[src/rtl/incr_pkg.sv]
// Shared types and defaults for the round-robin incrementer scheduler.
package incr_pkg;
  localparam int INCR_WIDTH = 4;
  localparam int INCR_N_REQ = 4;

  typedef logic [INCR_WIDTH-1:0] incr_word_t;

  typedef struct packed {
    incr_word_t data;
    logic       carry;
  } incr_result_t;
endpackage

[src/rtl/incr_core.sv]
// Combinational shared incrementer: {carry, result} = operand + 1.
module incr_core
  import incr_pkg::*;
#(
  parameter int WIDTH = INCR_WIDTH
) (
  input  logic [WIDTH-1:0] operand,
  output logic [WIDTH-1:0] result,
  output logic             carry
);

  assign {carry, result} = {1'b0, operand} + (WIDTH+1)'(1);

endmodule

[src/rtl/incr_rr_scheduler.sv]
// Round-robin sharing of one incrementer among N_REQ requesters, registered response.
// Optional saturating overflow counter enabled by macro INCR_OVF_CNT_EN.
module incr_rr_scheduler
  import incr_pkg::*;
#(
  parameter  int N_REQ = INCR_N_REQ,
  parameter  int WIDTH = INCR_WIDTH,
  localparam int ID_W  = $clog2(N_REQ)
) (
  input  logic               clk,
  input  logic               rst_n,
  input  logic [N_REQ-1:0]   req_valid,
  input  logic [N_REQ*WIDTH-1:0] req_data,
  output logic [N_REQ-1:0]   req_ready,
  output logic               rsp_valid,
  input  logic               rsp_ready,
  output logic [WIDTH-1:0]   rsp_data,
  output logic               rsp_carry,
  output logic [ID_W-1:0]    rsp_id
`ifdef INCR_OVF_CNT_EN
  ,
  output logic [7:0]         ovf_count
`endif
);

  logic [ID_W-1:0]  rr_ptr;
  logic             grant_found;
  logic [ID_W-1:0]  grant_idx;
  logic             can_accept;
  logic             accept;
  logic [WIDTH-1:0] operand_p0;
  logic [WIDTH-1:0] sum_p0;
  logic             carry_p0;
  logic [ID_W-1:0]  ptr_next;

  logic             vld_p1;
  logic [WIDTH-1:0] data_p1;
  logic             carry_p1;
  logic [ID_W-1:0]  id_p1;

  // Stage p0: arbitration and shared increment. Scanning downward lets the
  // lowest offset from rr_ptr overwrite any later candidate.
  always_comb begin
    grant_found = 1'b0;
    grant_idx   = '0;
    for (int k = N_REQ - 1; k >= 0; k--) begin
      if (req_valid[(int'(rr_ptr) + k) % N_REQ]) begin
        grant_found = 1'b1;
        grant_idx   = ID_W'((int'(rr_ptr) + k) % N_REQ);
      end
    end
  end

  assign can_accept = !vld_p1 || rsp_ready;
  assign accept     = rst_n && can_accept && grant_found;
  assign req_ready  = accept ? (N_REQ'(1) << grant_idx) : '0;
  assign operand_p0 = req_data[int'(grant_idx)*WIDTH +: WIDTH];
  assign ptr_next   = (grant_idx == ID_W'(N_REQ - 1)) ? '0 : grant_idx + 1'b1;

  incr_core #(.WIDTH(WIDTH)) u_core (
    .operand (operand_p0),
    .result  (sum_p0),
    .carry   (carry_p0)
  );

  // Stage p1: one-entry response register; held while backpressured.
  always_ff @(posedge clk) begin
    if (!rst_n) begin
      vld_p1   <= 1'b0;
      data_p1  <= '0;
      carry_p1 <= 1'b0;
      id_p1    <= '0;
      rr_ptr   <= '0;
    end else if (accept) begin
      vld_p1   <= 1'b1;
      data_p1  <= sum_p0;
      carry_p1 <= carry_p0;
      id_p1    <= grant_idx;
      rr_ptr   <= ptr_next;
    end else if (rsp_ready) begin
      vld_p1   <= 1'b0;
    end
  end

  assign rsp_valid = vld_p1;
  assign rsp_data  = data_p1;
  assign rsp_carry = carry_p1;
  assign rsp_id    = id_p1;

`ifdef INCR_OVF_CNT_EN
  logic [7:0] ovf_p1;

  always_ff @(posedge clk) begin
    if (!rst_n) begin
      ovf_p1 <= '0;
    end else if (accept && carry_p0 && (ovf_p1 != 8'hFF)) begin
      ovf_p1 <= ovf_p1 + 8'd1;
    end
  end

  assign ovf_count = ovf_p1;
`endif

endmodule

[config.mk]
export PLATFORM = sky130hd
export DESIGN_NAME = incr_rr_scheduler
export DESIGN_NICKNAME = d
export VERILOG_FILES = /design/src/rtl/incr_pkg.sv /design/src/rtl/incr_core.sv /design/src/rtl/incr_rr_scheduler.sv
export SDC_FILE = /design/constraint.sdc
export NUM_CORES = 1
export LEC_CHECK = 0
export CORE_UTILIZATION = 28
export DETAILED_ROUTE_END_ITERATION = 12
export GPL_TIMING_DRIVEN = 0
export REMOVE_ABC_BUFFERS = 1
export SLEW_MARGIN = 30
export SYNTH_ARGS = -nofsm -noshare
export SYNTH_HDL_FRONTEND = slang
export SYNTH_SLANG_ARGS = --single-unit
[constraint.sdc]
create_clock -name clk -period 3.9 [get_ports clk]
set_input_delay 0.78 -clock clk [delete_from_list [all_inputs] [get_ports clk]]
set_output_delay 0.78 -clock clk [all_outputs]
set_load 0.02 [all_outputs]
==> results of run 1 <==
metrics by stage:
stage                     TNS [ns]  hold slack (ns)  cell area, um^2  setup slack (ns)
after global placement      -0.180            0.446             1140           -0.0789
after detailed placement    -0.168            0.455             1140           -0.0814
after CTS                        0            0.472             1180            0.0312
final                            0            0.472             1210             0.144
after floorplan                  0            0.510              758             0.943
after global routing             0            0.499             1210            0.0207
cells by family (layout without fill, tap and decap cells):
group,Yosys count,in the layout,synth area share [%]
flip-flops,10,10,25.1
adder cells (fa/ha/maj),5,5,7.85
AND/OR/NAND/NOR,47,47,34.1
buffers and inverters,9,44,6.28
AO/OA/AOI/OAI,17,17,16.5
XOR/XNOR,1,1,1.10
multiplexers,7,7,9.11
worst max-delay path, delay by kind of cell:
kind	cells	cell delay, ns
and+or+nand+nor	4	0.96
buffers and inverters	2	1.10
adders and majority gates	1	0.14
placed cells by master (no fill, tap or decap), types with 2 or more instances in the layout:
cell	instances
clkdlybuf4s50_1	32
nand3_1	13
nand2_1	11
dfxtp_1	10
and2_1	6
mux2i_1	5
ha_1	5
o21ai_0	4
nor2b_1	3
nor2_1	3
clkbuf_4	3
buf_4	3
a211o_1	2
a21bo_1	2
nor3b_1	2
nor4_1	2
a221oi_1	2
mux2_2	2
dlymetal6s2s_1	2
timing repair:
item / 4_1_cts / 5_1_grt
hold endpoints to repair: 0 / 0
resized for setup: 2 / 3
endpoints found under the setup margin: 3 / 3
hold buffers: 0 / 0
setup buffers: 0 / 3
cloned: 0 / 0
power groups by stage:
stage	Sequential [mW]	Combinational [mW]	Clock, mW
2_1_floorplan	0.161	0.130	0
6_report	0.141	0.257	0.0949
4_1_cts	0.141	0.249	0.0975
3_3_place_gp	0.141	0.242	0
5_1_grt	0.144	0.281	0.102
3_5_place_dp	0.142	0.243	0
per-layer routing:
| metal | global-route usage [%] | vias to the layer above |
|---|---|---|
| li1 | - | 418 |
| met1 | 18.3 | 375 |
| met2 | 22.0 | 20 |
| met3 | 3.04 | 2 |
| met4 | 3.21 | 0 |
| met5 | 0 | - |
synth_stat cells (2+ instances only):
cell	count	area, um^2
and2_1	6	37.5
a221oi_1	2	17.5
nor4_1	2	12.5
a211o_1	2	17.5
mux2_2	2	22.5
nand2_1	11	41.3
buf_6	2	22.5
clkbuf_1	3	11.3
a21bo_1	2	20.0
nor2_1	3	11.3
mux2i_1	5	50.1
dfxtp_1	10	200
nand3_1	13	65.1
nor2b_1	3	18.8
ha_1	5	62.6
o21ai_0	4	20.0
nor3b_1	2	15.0
cell type report:
cell class                 instances  area [um^2]  area share (%)
sequential                        10          200            16.5
clock buffer                       4         36.3            3.00
timing repair buffer              37          368            30.4
multi-input combinational         77          554            45.8
tap                               30         37.5            3.10
inverter                           3         15.0            1.24
how the worst max path moves through the flow:
stage	start	endpoint	cells past startpoint
final	req_valid[1]	req_ready[3]	7
after CTS	req_valid[2]	req_ready[3]	8
after global routing	req_valid[3]	req_ready[3]	7
after global placement	req_valid[0]	req_ready[0]	8
after floorplan	req_valid[2]	req_ready[0]	6
after detailed placement	req_valid[2]	req_ready[0]	8
sequential cells by signal, indices dropped and copies added (netlist names):
name       cells
rsp_carry      1
rsp_data       4
rr_ptr         2
rsp_id         2
rsp_valid      1
==> out/summary.txt, run 1 <==
========================================================================================================
Maximum fanout along the worst path                                                                    8
Width of the die                                                                                 55.4 um
NetSw                                                                                           0.182 mW
Post-synth ARST share                                                                                 0%
Endpoint of the worst hold path                                                              rsp_data[1]
Weighted congestion reported at the end of routability-driven placement                            0.789
Synth Flop Type                                                                                  dfxtp_1
Largest stage delay on the critical path                                                         0.60 ns
Number of buffers inserted during clock tree synthesis                                                 3
Post-CTS clock slew at the launch and capture registers of the worst setup and hold paths        0.07 ns
Register share of total power                                                                      28.6%
Fill cells                                                                                           261
Effective utilization at floorplan                                                                 30.8%
Initial DRC count                                                                                      2
Internal power component                                                                        0.310 mW
Maximum level of the CTS H-tree                                                                        1
Hold_sp                                                                                      rsp_data[1]
Vert. Die Dim                                                                                    55.4 um
Detailed Route WL                                                                                2020 um
Unrepaired setup endpoints after global routing                                                    false
Yosys synthesis warning count                                                                          0
Length of routed wiring on met1                                                                  1020 um
Layout area overhead                                                                               52.0%
Setup violations, final                                                                                0
CTS tree                                                                                           built
Number of global-route vias before repair                                                            794
Routed via count divided by cell count                                                              5.06
Distinct cells, synth                                                                                 36
Routed Antenna Nets                                                                                    0
Mean routed wirelength per cell                                                                  12.5 um
Clock Tree Root                                                                                 clkbuf_4
Skew-Pair Late Insertion Delay                                                                   0.27 ns
Clk pwr share                                                                                      19.3%
Initial antenna violation count                                                                        0
Gr usage total                                                                                     13.6%
Fin crit period                                                                                  3.76 ns
Worst endpoint required time                                                                     3.12 ns
Clock tree skew after final layout                                                           0.000923 ns
Slew at the pin closest to its max-slew limit                                                   0.500 ns
Register-to-Register Setup Slack                                                                 1.56 ns
First-pass GRT wire length                                                                       3460 um
Final Non-Filler Cells                                                                               161
Worst-case headroom to the max-slew limit                                                          66.5%
Crit share post-route                                                                              96.3%
Maximum number of pins on one net before global-route repair                                          14
Pwr Total                                                                                       0.493 mW
Crit. End Element                                                                             output pin
Hpwl dp                                                                                          1530 um
Final standard cell utilization of the core                                                        46.8%
Power Density                                                                                407 mW/mm^2
Top achievable clock speed                                                                       266 MHz
Fraction of final layout cells with drive strength greater than 1                                  12.2%
Number of cells after detailed placement                                                             154
Status                                                                                         completed
Number of search-and-repair iterations in the first detailed-routing pass                              2
End of the worst register-to-register path                                                     rsp_carry
Count of mapped cells out of synthesis                                                                96
Kind of critical path                                                                       input port to output pin
FF-to-FF Start                                                                                 rr_ptr[1]
I/O pins                                                                                              35
Synthesized cell area                                                                           797 um^2
Worst vdd rail ir drop                                                                            241 uV
Via total after detailed routing                                                                     815
Most repeated library cell on the critical path                                             clkdlybuf4s50_1
Total Die Area                                                                              0.00306 mm^2
Number of buffers inserted by port buffering                                                          34
Static power due to leakage                                                                     0.517 nW
Deepest clock path buffer count                                                                        2
Combinational share of power                                                                       52.1%
Sequential-to-total area share from yosys stat                                                     25.1%
Critical Path, Cell by Cell                                                                 clkdlybuf4s50_1, nor2_1, or4b_4, nand2_8, ha_1, and2_1, clkdlybuf4s50_1
Congestion Overflow GR                                                                                 0
Number of enable-type register cells in the synthesized netlist                                        0
Max-Cap Viols                                                                                          0
Uppermost layer routed                                                                              met4
Length in cells of the worst reg-to-reg path                                                          10
Slowest-stage cell, CP                                                                      clkdlybuf4s50_1
CTS Sinks                                                                                             10
Hold Crit Class                                                                             flip-flop to flip-flop
Routed length on met2                                                                             906 um
Worst Hold Path Cells                                                                                  2
Routed wl met3                                                                                     83 um
Number of placement rows                                                                              18
Final net count                                                                                      160
Final slew viol count                                                                                  0
Data arrival at the endpoint of the critical path                                                2.98 ns
FF+latch count, synth                                                                                 10
N_diodes                                                                                               0
Crit start category                                                                           input port
Switching share of total power                                                                     37.0%
Final hold violation count                                                                             0
DRC violations left                                                                                    0
Post-synthesis area per instance                                                               8.30 um^2
Placeable core area                                                                         0.00259 mm^2
========================================================================================================
Note: power is estimated with default switching activity, not from simulation.
==> run 2: changes to the inputs <==
--- a/config.mk
+++ b/config.mk
@@ -9,6 +9,7 @@
 export DETAILED_ROUTE_END_ITERATION = 12
 export GPL_TIMING_DRIVEN = 0
 export REMOVE_ABC_BUFFERS = 1
+export SETUP_SLACK_MARGIN = 0.15
 export SLEW_MARGIN = 30
 export SYNTH_ARGS = -nofsm -noshare
 export SYNTH_HDL_FRONTEND = slang
==> constraint.sdc (replaced) <==
create_clock -name clk -period 3.35 [get_ports clk]
set_input_delay 0.67 -clock clk [delete_from_list [all_inputs] [get_ports clk]]
set_output_delay 0.67 -clock clk [all_outputs]
set_load 0.02 [all_outputs]
==> run 2 against run 1 <==
Cell count decreased by 0.62%. Sequential share of layout area increased by 0.17 points. Sequential cell count unchanged. Critical path depth increased by 1. Sequential power grew 16%. Highest routed layer unchanged. Routed wire length is 0.94% higher. Register-to-register slack got worse by 0.57 ns. Clock skew grew 0.0012 ns.
==> out/summary.txt, run 2 (same netlist as run 1, synthesis figures left out) <==
========================================================================================================
Effective utilization at floorplan                                                                 30.8%   unchanged
Number of search-and-repair iterations in the first detailed-routing pass                              4   +2
Unrepaired setup endpoints after global routing                                                    false
Status                                                                                         completed
Post-CTS clock slew at the launch and capture registers of the worst setup and hold paths        0.07 ns   about the same
Via total after detailed routing                                                                     813   -0.25%
Hpwl dp                                                                                          1530 um   unchanged
Mean routed wirelength per cell                                                                  12.7 um   +1.6%
Number of placement rows                                                                              18   unchanged
Number of buffers inserted during clock tree synthesis                                                 3   unchanged
Number of flip-flops in the largest register                                                           4   unchanged
Switching share of total power                                                                     37.6%   +0.57 points
Crit start category                                                                           input port
Register share of total power                                                                      29.1%   +0.5 points
I/O pins                                                                                              35   unchanged
Met3 GRT Util                                                                                      3.04%   unchanged
NetSw                                                                                           0.212 mW   +16%
Fin crit period                                                                                  2.90 ns
Global routing usage on met2                                                                       22.7%   +0.69 points
Clk pwr share                                                                                      19.7%   +0.4 points
Slew at the pin closest to its max-slew limit                                                   0.449 ns   -0.0512 ns
Maximum level of the CTS H-tree                                                                        1   unchanged
Commonest non-fill, non-tap cell in the layout                                              clkdlybuf4s50_1
Post-detailed-placement cell area                                                           0.00114 mm^2   unchanged
N_diodes                                                                                               0   unchanged
Met1 track demand over resource                                                                    18.2%   -0.14 points
Maximum fanout along the worst path                                                                    8   unchanged
Area of all placed cells without fillers                                                    0.00120 mm^2   -1.0%
Setup total negative slack                                                                          0 ns   unchanged
Maximum number of pins on one net before global-route repair                                          14   unchanged
Worst Setup Slack post-DPL                                                                     -0.411 ns   -0.330 ns
Data arrival at the endpoint of the critical path                                                2.23 ns   -0.75 ns
Gr usage total                                                                                     13.8%   +0.15 points
Hold Crit Class                                                                             flip-flop to flip-flop
Final net count                                                                                      159   -0.63%
Congestion Overflow GR                                                                                 0   unchanged
Number of global-route vias before repair                                                            801   +0.88%
Worst-case headroom to the max-slew limit                                                          70.0%   +3.5 points
Worst vdd rail ir drop                                                                            282 uV   +17%
Initial antenna violation count                                                                        0   unchanged
Commonest non-fill, non-tap cells in the layout                                             26 x clkdlybuf4s50_1, 13 x nand3_1, 10 x nand2_1, 10 x dfxtp_1, 6 x and2_1
CTS Sinks                                                                                             10   unchanged
Number of buffers inserted by port buffering                                                          34   unchanged
Clock Tree Root                                                                                 clkbuf_4
Power Density                                                                                471 mW/mm^2   +16%
Final WS setup                                                                                  0.446 ns   +0.302 ns
Routed Antenna Nets                                                                                    0   unchanged
Static power due to leakage                                                                     0.520 nW   +0.50%
Weighted congestion reported at the end of routability-driven placement                            0.789   unchanged
DRC violations left                                                                                    0   unchanged
Placeable core area                                                                         0.00259 mm^2   unchanged
Vert. Die Dim                                                                                    55.4 um   unchanged
Crit. End Element                                                                             output pin
Layout area overhead                                                                               50.4%
Total Die Area                                                                              0.00306 mm^2   unchanged
Internal power component                                                                        0.352 mW   +13%
Combinational share of power                                                                       51.2%   -0.9 points
Width of the die                                                                                 55.4 um   unchanged
Final hold violation count                                                                             0   unchanged
Layer with the highest usage after global routing                                                   met2
Detailed Route WL                                                                                2040 um   +0.94%
Kind of critical path                                                                       input port to output pin
Setup violations, final                                                                                0   unchanged
Worst endpoint required time                                                                     2.68 ns   -0.44 ns
Skew-Pair Late Insertion Delay                                                                   0.27 ns   about the same
Routed via count divided by cell count                                                              5.08   +0.38%
CTS hold repair buffers                                                                                0   unchanged
Final Non-Filler Cells                                                                               160   -0.62%
Initial DRC count                                                                                      8   +6
Final slew viol count                                                                                  0   unchanged
Crit share post-route                                                                              86.7%
Worst hold slack                                                                                0.470 ns   -0.00278 ns
CTS tree                                                                                           built
Clock tree skew after final layout                                                            0.00215 ns   +0.00123 ns
Deepest clock path buffer count                                                                        2   unchanged
Top achievable clock speed                                                                       344 MHz
First-pass GRT wire length                                                                       3500 um   +1.0%
Max-Cap Viols                                                                                          0   unchanged
Number of cells after detailed placement                                                             154   unchanged
Fraction of final layout cells with drive strength greater than 1                                  17.7%   +5.5 points
========================================================================================================
-- run 2: stage by stage --
step,power [mW],utilization (%)
finish,0.564,46.3
CTS,0.570,46.0
floorplan,0.339,-
global route,0.604,46.3
global placement,0.446,43.9
detailed placement,0.449,43.9
-- run 2: power groups by stage --
stage	clock network (mW)	registers (mW)	logic (mW)
final	0.111	0.164	0.289
after global routing	0.119	0.168	0.317
after CTS	0.114	0.164	0.292
after detailed placement	0	0.166	0.283
after global placement	0	0.165	0.281
after floorplan	0	0.188	0.151
-- run 2: final timing paths --
path / startpoint / endpoint / slack [ns] / cells after the start
max: req_valid[1] / req_ready[0] / 0.45 / 8
min: rsp_data[1] / rsp_data[1] / 0.47 / 2
max reg2reg: rr_ptr[0] / rsp_carry / 0.99 / 9
min reg2reg: rsp_data[1] / rsp_data[1] / 0.47 / 2
-- run 2: worst max-delay path, cell delays in order --
cell and delay, ns:
dlygate4sd2_1 0.27, nor2_2 0.10, or4b_4 0.54, nand2_8 0.12, inv_2 0.07, ha_1 0.18, and2_1 0.13, buf_2 0.15
-- run 2: cell type report --
class                   count  area (um^2)
multi-input cells          77          564
repair buffers             36          348
fillers                   260         1390
clock buffers               4         36.3
well taps                  30         37.5
flip-flops and latches     10          200
inverters                   3         12.5
-- run 2: what timing repair did --
item | in CTS | in global routing
gates cloned | 0 | 0
buffers inserted | 2 | 0
pin swaps | 2 | 3
gates resized for setup | 20 | 6
endpoints found under the setup margin | 4 | 4
-- run 2: layer usage --
layer  vias up  routed length, um
li1        415                  -
met1       377                991
met2        19                940
met4         0                 19
met3         2                 88
met5         -                  0
==> run 3: changes to the inputs <==
==> constraint.sdc (replaced) <==
create_clock -name clk -period 2.5 [get_ports clk]
set_input_delay 0.5 -clock clk [delete_from_list [all_inputs] [get_ports clk]]
set_output_delay 0.5 -clock clk [all_outputs]
set_load 0.02 [all_outputs]
==> run 3 against run 2 <==
Count of clock-buffer cells in the layout did not move. Die area did not move. Hold slack barely moved. Critical endpoint unchanged. Largest cell class unchanged. Largest power group unchanged.
==> out/summary.txt, run 3 (same netlist as run 1, synthesis figures left out) <==
========================================================================================================
Uppermost layer routed                                                                              met4
Unrepaired setup endpoints after global routing                                                     true
Initial DRC count                                                                                      2   -6
Maximum number of pins on one net before global-route repair                                          14   unchanged
Skew-Pair Late Insertion Delay                                                                   0.27 ns   about the same
DRC violations left                                                                                    0   unchanged
Deepest clock path buffer count                                                                        2   unchanged
Number of buffers inserted by port buffering                                                          34   unchanged
Layout area overhead                                                                               65.3%
N_diodes                                                                                               0   unchanged
Kind of critical path                                                                       input port to output pin
Initial antenna violation count                                                                        0   unchanged
CTS tree                                                                                           built
Via total after detailed routing                                                                     837   +3.0%
Top achievable clock speed                                                                       428 MHz
Maximum level of the CTS H-tree                                                                        1   unchanged
Slew at the pin closest to its max-slew limit                                                   0.449 ns   +0.000271 ns
Mean routed wirelength per cell                                                                  13.0 um   +1.8%
Status                                                                                         completed
Detailed Route WL                                                                                2170 um   +6.3%
Fill cells                                                                                           252   -3.1%
Final slew viol count                                                                                  0   unchanged
Final WS setup                                                                                  0.163 ns   -0.283 ns
Placeable core area                                                                         0.00259 mm^2   unchanged
Crit. End Element                                                                             output pin
Commonest non-fill, non-tap cell in the layout                                              clkdlybuf4s50_1
Hpwl dp                                                                                          1530 um   unchanged
Worst vdd rail ir drop                                                                            414 uV   +47%
Worst-case headroom to the max-slew limit                                                          70.0%   about the same
Number of placement rows                                                                              18   unchanged
Congestion Overflow GR                                                                                 0   unchanged
Post-CTS clock slew at the launch and capture registers of the worst setup and hold paths        0.07 ns   about the same
First-pass GRT wire length                                                                       3620 um   +3.5%
Area occupied by multi-input gates                                                              613 um^2   +8.6%
Final hold violation count                                                                             0   unchanged
Number of global-route vias before repair                                                            831   +3.7%
Pwr Total                                                                                       0.833 mW   +48%
Total Die Area                                                                              0.00306 mm^2   unchanged
Number of buffers inserted during clock tree synthesis                                                 3   unchanged
Fin crit period                                                                                  2.34 ns
Crit start category                                                                           input port
Final net count                                                                                      166   +4.4%
Worst hold slack                                                                                0.470 ns   +0.0000460 ns
Length of routed wiring on met1                                                                  1020 um   +3.0%
Number of search-and-repair iterations in the first detailed-routing pass                              3   -1
Routed via count divided by cell count                                                              5.01   -1.4%
Routed length on met2                                                                            1050 um   +11%
Width of the die                                                                                 55.4 um   unchanged
Clock Tree Root                                                                                 clkbuf_4
Slowest-stage cell, CP                                                                             or4_4
Maximum fanout along the worst path                                                                    4   -4
Weighted congestion reported at the end of routability-driven placement                            0.789   unchanged
Most repeated library cell on the critical path                                                    buf_6
Area occupied by registers                                                                      208 um^2   +3.7%
Data arrival at the endpoint of the critical path                                                1.84 ns   -0.39 ns
CTS Sinks                                                                                             10   unchanged
Effective utilization at floorplan                                                                 30.8%   unchanged
Fraction of final layout cells with drive strength greater than 1                                  32.1%   +14 points
Max-Cap Viols                                                                                          0   unchanged
Routed Antenna Nets                                                                                    0   unchanged
Setup total negative slack                                                                          0 ns   unchanged
Power Density                                                                                632 mW/mm^2   +34%
Gr usage total                                                                                     14.3%   +0.49 points
Setup violations, final                                                                                0   unchanged
Number of flip-flops in the largest register                                                           4   unchanged
Worst endpoint required time                                                                     2.00 ns   -0.68 ns
Critical Path, Cell by Cell                                                                 buf_6, nor2b_4, or4_4, nand2_8, inv_8, ha_2, and2_4, buf_6
Worst Setup Slack post-DPL                                                                     -0.921 ns   -0.510 ns
Largest stage delay on the critical path                                                         0.55 ns   about the same
Hold Crit Class                                                                             flip-flop to flip-flop
Routed wl met3                                                                                     83 um   -5.7%
Commonest non-fill, non-tap cells in the layout                                             25 x clkdlybuf4s50_1, 13 x nand3_1, 12 x buf_4
Clock tree skew after final layout                                                            0.00157 ns   -0.000578 ns
Vert. Die Dim                                                                                    55.4 um   unchanged
Crit share post-route                                                                              93.5%
I/O pins                                                                                              35   unchanged
Static power due to leakage                                                                     0.557 nW   +7.1%
========================================================================================================
-- run 3: cell types whose count changed in the layout (fill, tap and decap cells not counted), moves of 2 or more --
cell	change
buf_6	+4
ha_1	-3
and2_4	+2
buf_4	+10
and2_1	-2
buf_2	-2
nor2b_2	-2
dfxtp_4	+2
dfxtp_1	-2
dlymetal6s2s_1	-3
ha_2	+3
nor2b_4	+3
-- run 3: what timing repair did --
item	4_1_cts	5_1_grt
setup buffers	6	3
hold endpoints to repair	0	0
hold buffers	0	0
setup endpoints to repair	8	4
resized for setup	62	8
pin swaps	3	6
-- run 3: worst max-delay path: cells and delay by family --
kind | cells | cell delay [ns]
AND/OR/NAND/NOR | 4 | 0.92
buffers and inverters | 3 | 0.24
adder cells (fa/ha/maj) | 1 | 0.16
-- run 3: cell type report --
| type | instances | share of cell area, % |
|---|---|---|
| Clock buffer | 4 | 2.75 |
| Inverter | 3 | 1.80 |
| Multi-Input combinational cell | 77 | 46.5 |
| Sequential cell | 10 | 15.8 |
| Tap cell | 30 | 2.85 |
| Timing Repair Buffer | 43 | 30.3 |
-- run 3: routing by layer --
layer  GRT usage, %  vias to the layer above
met4           3.21                        0
met5              0                        -
met3           3.04                        2
met1           18.8                      385
li1               -                      430
met2           23.8                       20
-- run 3: stage by stage --
| step | cells | utilization, % | instance area, um^2 |
|---|---|---|---|
| 4_1_cts | 164 | 48.9 | 1270 |
| 6_report | 167 | 50.9 | 1320 |
| 3_5_place_dp | 154 | 43.9 | 1140 |
| 3_3_place_gp | 154 | 43.9 | 1140 |
| 2_1_floorplan | 90 | - | 758 |
| 5_1_grt | 167 | 50.9 | 1320 |
-- run 3: path summary, 6_finish.rpt --
check | endpoint | cells past startpoint | from | slack, ns
worst max-delay path | req_ready[0] | 8 | req_valid[2] | 0.16
worst min-delay path | rsp_data[1] | 2 | rsp_data[1] | 0.47
worst max register to register | rsp_carry | 9 | rr_ptr[0] | 0.29
worst min register to register | rsp_data[1] | 2 | rsp_data[1] | 0.47
-- run 3: where the power goes --
group	leakage, nW	total, mW	switching, mW	internal, mW
Clock	0.0210	0.147	0.0589	0.0885
Sequential	0.0842	0.224	0.0273	0.196
Combinational	0.452	0.462	0.222	0.240
